--- config.mk ---
export PLATFORM = sky130hd
export DESIGN_NAME = axi4_wr_arbiter
export DESIGN_NICKNAME = d
export VERILOG_FILES = /design/src/rtl/axi4_wr_arbiter.sv
export SDC_FILE = /design/constraint.sdc
export NUM_CORES = 1
export LEC_CHECK = 0
export BUFFER_PORTS_ARGS = -buffer_cell sky130_fd_sc_hd__buf_2
export CELL_PAD_IN_SITES_DETAIL_PLACEMENT = 0
export CELL_PAD_IN_SITES_GLOBAL_PLACEMENT = 1
export CORE_MARGIN = 2
export CORE_UTILIZATION = 30
export CTS_CLUSTER_SIZE = 40
export DETAILED_ROUTE_END_ITERATION = 6
export PLACE_DENSITY = 0.93
export RECOVER_POWER = 50
export SYNTH_ARGS = -nofsm -noshare
export SYNTH_HDL_FRONTEND = slang
export SYNTH_SLANG_ARGS = --single-unit
--- constraint.sdc ---
create_clock -name m_axi_aclk -period 6.3 [get_ports m_axi_aclk]
set_input_delay 1.26 -clock m_axi_aclk [delete_from_list [all_inputs] [get_ports m_axi_aclk]]
set_output_delay 1.26 -clock m_axi_aclk [all_outputs]
set_load 0.02 [all_outputs]
--- src/rtl/axi4_wr_arbiter.sv ---
// Round-robin scheduler that shares one AXI4 write channel (AW/W/B) between two
// burst requesters, with one whole burst outstanding at a time.
module axi4_wr_arbiter #(
   parameter int ADDR_BUS_WIDTH = 32,
   parameter int DATA_BUS_WIDTH = 32,
   parameter int ID_WIDTH       = 4
) (
   input  logic                        m_axi_aclk,
   input  logic                        m_axi_areset,
   input  logic [1:0]                  req_valid,
   input  logic [2*ADDR_BUS_WIDTH-1:0] req_addr,
   input  logic [15:0]                 req_len,
   output logic [1:0]                  req_ready,
   input  logic [2*DATA_BUS_WIDTH-1:0] wr_data,
   input  logic [1:0]                  wr_valid,
   output logic [1:0]                  wr_ready,
   output logic [1:0]                  grant,
   output logic [1:0]                  done,
   output logic [1:0]                  done_err,
   output logic [ID_WIDTH-1:0]         m_axi_awid,
   output logic [ADDR_BUS_WIDTH-1:0]   m_axi_awaddr,
   output logic [7:0]                  m_axi_awlen,
   output logic                        m_axi_awvalid,
   input  logic                        m_axi_awready,
   output logic [DATA_BUS_WIDTH-1:0]   m_axi_wdata,
   output logic                        m_axi_wlast,
   output logic                        m_axi_wvalid,
   input  logic                        m_axi_wready,
   input  logic [ID_WIDTH-1:0]         m_axi_bid,
   input  logic [1:0]                  m_axi_bresp,
   input  logic                        m_axi_bvalid,
   output logic                        m_axi_bready
);

   typedef enum logic [1:0] {IDLE, ADDR, DATA, RESP} state_t;

   state_t                         state, state_nxt;
   logic [1:0][ADDR_BUS_WIDTH-1:0] addr_v;
   logic [1:0][7:0]                len_v;
   logic [1:0][DATA_BUS_WIDTH-1:0] data_v;
   logic                           gidx, last_grant, win, accept, w_hs;
   logic [7:0]                     beat_cnt;
   logic                           bresp_unused;

   assign addr_v       = req_addr;
   assign len_v        = req_len;
   assign data_v       = wr_data;
   assign bresp_unused = m_axi_bresp[0];

   // On a tie the requester that did not own the previous burst wins.
   always_comb begin
      case (req_valid)
         2'b10:   win = 1'b1;
         2'b11:   win = ~last_grant;
         default: win = 1'b0;
      endcase
   end

   assign accept = (state == IDLE) && (|req_valid) && !m_axi_areset;
   assign w_hs   = m_axi_wvalid && m_axi_wready;

   always_ff @(posedge m_axi_aclk or posedge m_axi_areset) begin
      if (m_axi_areset) state <= IDLE;
      else              state <= state_nxt;
   end

   always_comb begin
      state_nxt = state;
      case (state)
         IDLE:    if (accept)                   state_nxt = ADDR;
         ADDR:    if (m_axi_awready)            state_nxt = DATA;
         DATA:    if (w_hs && m_axi_wlast)      state_nxt = RESP;
         RESP:    if (m_axi_bvalid)             state_nxt = IDLE;
         default:                               state_nxt = IDLE;
      endcase
   end

   always_comb begin
      req_ready     = '0;
      wr_ready      = '0;
      grant         = '0;
      m_axi_awvalid = 1'b0;
      m_axi_wvalid  = 1'b0;
      m_axi_wlast   = 1'b0;
      m_axi_bready  = 1'b0;
      m_axi_wdata   = data_v[gidx];
      if (accept)        req_ready[win] = 1'b1;
      if (state != IDLE) grant[gidx]    = 1'b1;
      case (state)
         ADDR: m_axi_awvalid = 1'b1;
         DATA: begin
            m_axi_wvalid   = wr_valid[gidx];
            wr_ready[gidx] = m_axi_wready;
            m_axi_wlast    = (beat_cnt == m_axi_awlen);
         end
         RESP: m_axi_bready = 1'b1;
         default: ;
      endcase
   end

   // Burst context: owner, latched command, beat counter, ID and completion.
   always_ff @(posedge m_axi_aclk or posedge m_axi_areset) begin
      if (m_axi_areset) begin
         gidx         <= 1'b0;
         last_grant   <= 1'b1;
         m_axi_awid   <= '0;
         m_axi_awaddr <= '0;
         m_axi_awlen  <= '0;
         beat_cnt     <= '0;
         done         <= '0;
         done_err     <= '0;
      end else begin
         done     <= '0;
         done_err <= '0;
         case (state)
            IDLE: if (accept) begin
               gidx         <= win;
               m_axi_awaddr <= addr_v[win];
               m_axi_awlen  <= len_v[win];
               beat_cnt     <= '0;
            end
            DATA: if (w_hs) beat_cnt <= beat_cnt + 8'd1;
            RESP: if (m_axi_bvalid) begin
               done[gidx]     <= 1'b1;
               done_err[gidx] <= m_axi_bresp[1] | (m_axi_bid != m_axi_awid);
               m_axi_awid     <= m_axi_awid + ID_WIDTH'(1);
               last_grant     <= gidx;
            end
            default: ;
         endcase
      end
   end

endmodule
==> results of run 1 <==
per-stage QoR:
step	hold WS, ns	std cells
after floorplan	0.4393	307
after detailed placement	0.4562	679
after CTS	0.4745	695
after global routing	0.4981	696
after global placement	0.4567	679
final	0.4733	696
flip-flops by register name, indices dropped and copies added, names as in the netlist:
register and cells:
beat_cnt 8, done 2, done_err 2, gidx 1, last_grant 1, m_axi_awaddr 32, m_axi_awid 4, m_axi_awlen 8
state 2
power groups by stage:
stage / Sequential (W) / Combinational [W] / Clock [W]
6_report: 0.000571 / 0.000827 / 0.000355
5_1_grt: 0.000586 / 0.000902 / 0.000380
4_1_cts: 0.000570 / 0.000855 / 0.000363
3_5_place_dp: 0.000572 / 0.000853 / 0
3_3_place_gp: 0.000571 / 0.000833 / 0
2_1_floorplan: 0.000660 / 0.000481 / 0
synthesized netlist by cell type (all sizes together) (3+ instances only):
library cell,number
dfrtp,59
nor2b,43
a221o,41
mux2,34
xnor2,13
nand2,12
nor2,12
buf,10
clkbuf,10
o21ai,10
ha,7
nand3,7
inv,6
nor3,4
o31ai,4
nand4,3
kinds of logic (layout without fill, tap and decap cells):
family                   Yosys count  in the layout  synth area share [%]
buffers and inverters             26            274                 3.128
AO/OA/AOI/OAI                     69             69                 18.06
adder cells (fa/ha/maj)            7              7                 2.607
AND/OR/NAND/NOR                   94             94                 15.57
multiplexers                      36             36                 11.99
other                              0              1                     0
XOR/XNOR                          15             15                 3.911
flip-flops                        60             60                 44.73
worst paths after layout:
check | startpoint | to | slack [ns] | cells past startpoint
max | m_axi_areset | req_ready[0] | 2.13 | 5
min in group asynchronous | m_axi_areset | m_axi_awaddr[11]$_DFFE_PP0P_ | 1.24 | 2
max reg2reg | state[0]$_DFFE_PP0P_ | beat_cnt[3]$_DFFE_PP0P_ | 4.02 | 6
max in group asynchronous | m_axi_areset | beat_cnt[5]$_DFFE_PP0P_ | 2.89 | 3
min | last_grant$_DFFE_PP1P_ | last_grant$_DFFE_PP1P_ | 0.47 | 2
min reg2reg | last_grant$_DFFE_PP1P_ | last_grant$_DFFE_PP1P_ | 0.47 | 2
metal layers:
metal | GRT usage [%] | vias to the layer above | routed length, um
met5 | 0 | - | 0
met4 | 5.515 | 0 | 154
met3 | 4.031 | 10 | 838
met2 | 34.66 | 167 | 5964
met1 | 19.16 | 1628 | 4135
li1 | - | 1633 | -
final cells by class:
type	instances	area, um^2	share of cell area, %
multi-input cells	221	1763	36.04
flip-flops and latches	60	1503	30.72
repair buffers	252	1224	25.01
well taps	140	175.2	3.581
clock buffers	12	155.1	3.171
clock inverters	4	47.55	0.9719
inverters	6	22.52	0.4604
diodes	1	2.502	0.05115
tightest hold or removal path: stages, from the launching register on:
cell     delay, ns
dfstp_2       0.38
nand2_1       0.05
nand2_1       0.05
==> impl_metrics.ini, run 1 <==
[timing]
period_needed_ns = 4.166
finalMaxSlewViolations = 31
hold_violations = 0
worst_pin_slew_ns = 1.707
worst_slack_ns = 2.134
slew-limit-headroom_pct = -13.82
finClkSkew_ns = 0.01214
tns_ns = 0
max_freq_ghz = 0.2401
rsz0062_at_grt = false
period_share_pct = 66.12
finalSetupViolCount = 0

[critical_path]
cpPeakStageDelay_ns = 0.84
cp-start-kind = input pin
cp-end-kind = output port
worstPathRequired_ns = 5.04
critPathKind = input pin to output port
crit_chain = buf_2 -> inv_1 -> o211a_1 -> a21boi_4 -> buf_2
path_common_cell = buf_2
worstPathArrival_ns = 2.91
path_max_fanout = 33
critPathBufInv = 3
crit_slowest_cell = inv_1
cpLargestDelayFamily = buffers and inverters

[yosys]
syn-num-nets = 473
ys_warn_count = 0
avgSynthCellArea_um2 = 10.94
ys_types = 40
synth_top_cell_by_area = dfrtp_1
synthTopCellsByArea = dfrtp_1 44%, a221o_1 12%, mux2_2 11%
async_flop_share_pct = 100.0
synth_cells = 307
ys_ff_latch = 60
ys.flop_type = dfrtp_1
synth_top_area_share_pct = 43.95
synth_edf_count = 0
syn-cell-area_um2 = 3359
yosysSeqAreaShare_pct = 44.73

[clock_network]
cts_buffer_depth = 2
ctsResizeCount = 0
clkLatencyLatePin_ns = 0.34
cts.sinks = 60
cts_tree = yes
cts_made_buffers = 9
htreeDepth = 3
cts.clk_slew.worst_paths_ns = 0.07
hold_buffers = 0
post_cts_buffers = 0
ctsRootBufferMaster = clkbuf_8

[pwr]
p_int_w = 0.001053
switching_share_pct = 39.94
p_sw_w = 0.0007002
clkPwrFrac_pct = 20.2
power.density_nw_per_um2 = 358.3
power.total_w = 0.001753
leakage_nw = 2.608
max-vdd-ir-drop_uv = 152.4
seqPwrFrac_pct = 32.6
power_frac_comb_pct = 47.2

[run_status]
status = complete, but fails checks
failed_checks = max-capacitance violations, max-slew violations

[floorplanning]
die_w_um = 109.8
die_h_um = 109.8
ios = 249
row_count = 38
dieArea_um2 = 12060
core_region_area_um2 = 10890
start_util_pct = 30.85

[layout]
layout_common_cells = 210 x buf_2, 59 x dfrtp_1, 43 x nor2b_1, 41 x a221o_1, 39 x clkbuf_1
final_cell_area_um2 = 4892
fin_util_pct = 44.93
areaGrowthSynthToFinish_pct = 45.62
layout_commonest_cell = buf_2
layout-drive-gt1-share_pct = 47.75
filler_cell_count = 1063
nets = 716

[global_routing]
grt_start_max_net_pins = 42
antenna_found_initial = 1
grt_remaining_overflow = 0
grt_pass1_wl_mm = 16.46
grt_usage_pct = 17.97
grt_pass1_vias = 3407

[placed_design]
hpwl_mm = 8.637
place.gp.congestion = 0.7986
port_buffers = 247
dpl_cell_area_um2 = 4737
pre_cts_slack_ns = 2.449

[detailed_routing]
totalWireLength_mm = 11.09
drt_drc_violations_left = 0
first_iter_violations = 164
via_per_inst = 4.940
dr.pass1.iters = 4
vias = 3438
routedWlPerCell_um = 15.94
ant_nets = 0

[flow_run]
cap_violations = 1

[min_path]
min_path_type = flip-flop to flip-flop
No activity file was read; power rests on OpenSTA's default activity.
==> run 2: changes to the inputs <==
--- a/config.mk
+++ b/config.mk
@@ -5,14 +5,15 @@
 export SDC_FILE = /design/constraint.sdc
 export NUM_CORES = 1
 export LEC_CHECK = 0
+export ABC_AREA = 1
 export BUFFER_PORTS_ARGS = -buffer_cell sky130_fd_sc_hd__buf_2
 export CELL_PAD_IN_SITES_DETAIL_PLACEMENT = 0
 export CELL_PAD_IN_SITES_GLOBAL_PLACEMENT = 1
 export CORE_MARGIN = 2
-export CORE_UTILIZATION = 30
+export CORE_UTILIZATION = 24
 export CTS_CLUSTER_SIZE = 40
 export DETAILED_ROUTE_END_ITERATION = 6
-export PLACE_DENSITY = 0.93
+export PLACE_DENSITY = 0.86
 export RECOVER_POWER = 50
 export SYNTH_ARGS = -nofsm -noshare
 export SYNTH_HDL_FRONTEND = slang
==> constraint.sdc (replaced) <==
create_clock -name m_axi_aclk -period 3.7 [get_ports m_axi_aclk]
set_input_delay 0.74 -clock m_axi_aclk [delete_from_list [all_inputs] [get_ports m_axi_aclk]]
set_output_delay 0.74 -clock m_axi_aclk [all_outputs]
set_load 0.02 [all_outputs]
==> run 2 against run 1 <==
Against the previous run: the run now ends clean; final cell count up 32%; largest power group unchanged; sequential share of layout area shrank 1.3 points; highest routed layer unchanged; die area grew 27%; critical endpoint is now m_axi_wlast; clock power grew 150%.
==> impl_metrics.ini, run 2 <==
[run_status]
status = finished, final reports clean

[clock_network]
cts.sinks = 60
ctsResizeCount = 0
htreeDepth = 3
cts_made_buffers = 9
cts_tree = yes
ctsRootBufferMaster = clkbuf_16
clkLatencyLatePin_ns = 0.33
post_cts_buffers = 0
hold_buffers = 0
cts.clk_slew.worst_paths_ns = 0.05
cts_buffer_depth = 2

[yosys]
synth_edf_count = 0
synth_top_area_share_pct = 42.86
netlist_top_cells_count = 259 x nand2_1, 59 x dfrtp_1, 47 x nand3_1
synthTopCellsByArea = dfrtp_1 43%, nand2_1 28%, nand3_1 6.8%
ys_ff_latch = 60
synth_cells = 490
synth_top_cell_by_area = dfrtp_1
syn-cell-area_um2 = 3445
yosysMostFrequentCell = nand2_1
async_flop_share_pct = 100.0
avgSynthCellArea_um2 = 7.030
ys_types = 28
ys_warn_count = 0
ys.flop_type = dfrtp_1
syn-num-nets = 656
yosysSeqAreaShare_pct = 43.63

[placed_design]
port_buffers = 247
dpl_cell_area_um2 = 4840
place.gp.congestion = 0.7933
hpwl_mm = 9.751
placed_cells = 900

[floorplanning]
row_count = 43
ios = 249
core_region_area_um2 = 13930
die_w_um = 123.8
dieArea_um2 = 15330
die_h_um = 123.8
start_util_pct = 24.72

[layout]
antenna_cells = 0
largest_reg_flops = 32
nets = 897
reg_top3 = m_axi_awaddr x32, beat_cnt x8, m_axi_awlen x8
final_cell_area_um2 = 5116
ff_latch_area_um2 = 1503
layout_common_cells = 259 x nand2_1, 210 x buf_2, 59 x dfrtp_1, 47 x nand3_1, 37 x clkbuf_1
fin_util_pct = 36.72
layout_commonest_cell = nand2_1
filler_cell_count = 1556
fin_cells = 916
layout-drive-gt1-share_pct = 32.88
areaGrowthSynthToFinish_pct = 48.53
top_register = m_axi_awaddr
multi_input_area_um2 = 1695

[timing]
worst_pin_slew_ns = 0.9623
max_freq_ghz = 0.3603
rsz0062_at_grt = false
finClkSkew_ns = 0.005655
period_needed_ns = 2.776
finalMaxSlewViolations = 0
period_share_pct = 75.02
tns_ns = 0
finalSetupViolCount = 0
slew-limit-headroom_pct = 35.78
hold_violations = 0

[critical_path]
reg2regPathDepth = 10
path_max_fanout = 10
crit_slowest_cell = dfrtp_1
critPathBufInv = 3
critPathKind = flip-flop to output port
cp-end-kind = output port
crit_chain = inv_1 -> ha_1 -> inv_1 -> nor2_1 -> nand4_1 -> nor2_1 -> buf_2
cpPeakStageDelay_ns = 0.41
cpLargestDelayFamily = buffers and inverters
worstPathRequired_ns = 2.96
path_depth = 7
worstPathArrival_ns = 2.04
cp-start-kind = flip-flop

[global_routing]
grt_pass1_wl_mm = 18.50
grt_start_max_net_pins = 41
antenna_found_initial = 0
grt_pass1_vias = 3762
grt_usage_pct = 15.93
grt_remaining_overflow = 0

[detailed_routing]
routedWlPerCell_um = 13.66
ant_nets = 0
totalWireLength_mm = 12.51
via_per_inst = 4.311
first_iter_violations = 161
drt_drc_violations_left = 0
vias = 3949
dr.pass1.iters = 4

[pwr]
leakage_nw = 2.855
power.total_w = 0.004051
max-vdd-ir-drop_uv = 344.0
power.density_nw_per_um2 = 791.8

[flow_run]
cap_violations = 0

[min_path]
min_path_cells = 2
min_path_type = flip-flop to flip-flop
-- run 2: changes by cell type in the layout (fill, tap and decap cells not counted), moves of 9 or more --
| cell | before | now |
|---|---|---|
| mux2_2 | 34 | 0 |
| nand3_1 | 7 | 47 |
| clkbuf_16 | 0 | 9 |
| a221o_1 | 41 | 0 |
| inv_1 | 6 | 27 |
| nor2b_1 | 43 | 0 |
| nand2_1 | 12 | 259 |
-- run 2: path summary, 6_finish.rpt --
path                                               from                           end  slack [ns]
setup / recovery                   state[0]$_DFFE_PP0P_                   m_axi_wlast        0.92
hold / removal             m_axi_awaddr[12]$_DFFE_PP0P_  m_axi_awaddr[12]$_DFFE_PP0P_        0.49
setup reg to reg                   state[0]$_DFFE_PP0P_    m_axi_awlen[5]$_DFFE_PP0P_        1.46
hold reg to reg            m_axi_awaddr[12]$_DFFE_PP0P_  m_axi_awaddr[12]$_DFFE_PP0P_        0.49
max in group asynchronous                  m_axi_areset  m_axi_awaddr[23]$_DFFE_PP0P_        2.29
min in group asynchronous                  m_axi_areset     m_axi_awid[3]$_DFFE_PP0P_        0.67
-- run 2: cell type report --
type,instances,area share [%]
timing repair buffer,253,24.38
clock inverter,3,0.8315
tap,180,4.402
clock buffer,13,5.478
sequential,60,29.37
multi-input combinational,375,33.14
inverter,32,2.397
-- run 2: cell families after synthesis --
kind of cell | Yosys count | synth area share (%)
AO/OA/AOI/OAI | 21 | 4.250
adder cells (fa/ha/maj) | 7 | 2.543
AND/OR/NAND/NOR | 334 | 39.12
XOR/XNOR | 13 | 3.306
buffers and inverters | 55 | 7.156
flip-flops | 60 | 43.63
-- run 2: metrics by stage --
stage | hold WS (ns) | setup slack (ns)
after detailed placement | 0.4767 | 1.232
after global routing | 0.5147 | 0.6883
after global placement | 0.4745 | 1.273
final | 0.4917 | 0.9244
after floorplan | 0.4795 | 1.477
after CTS | 0.4928 | 0.8711
-- run 2: power breakdown --
part	internal (W)	switching [W]
Combinational	0.000658	0.00141
Sequential	0.000922	0.000182
Clock	0.000593	0.000287
Total	0.00217	0.00188
-- run 2: tightest hold or removal path: stages (launching register included) --
cell	delay, ns
dfrtp_1	0.33
nand2_1	0.05
nand3_1	0.07
-- run 2: metal layers --
layer / share of wire [%] / global-route usage, % / up-vias
met1: 41 / 18.45 / 1733
met5: 0 / 0 / -
met2: 47 / 27.64 / 188
li1: - / - / 2015
met3: 10 / 4.579 / 13
met4: 1.6 / 6.250 / 0
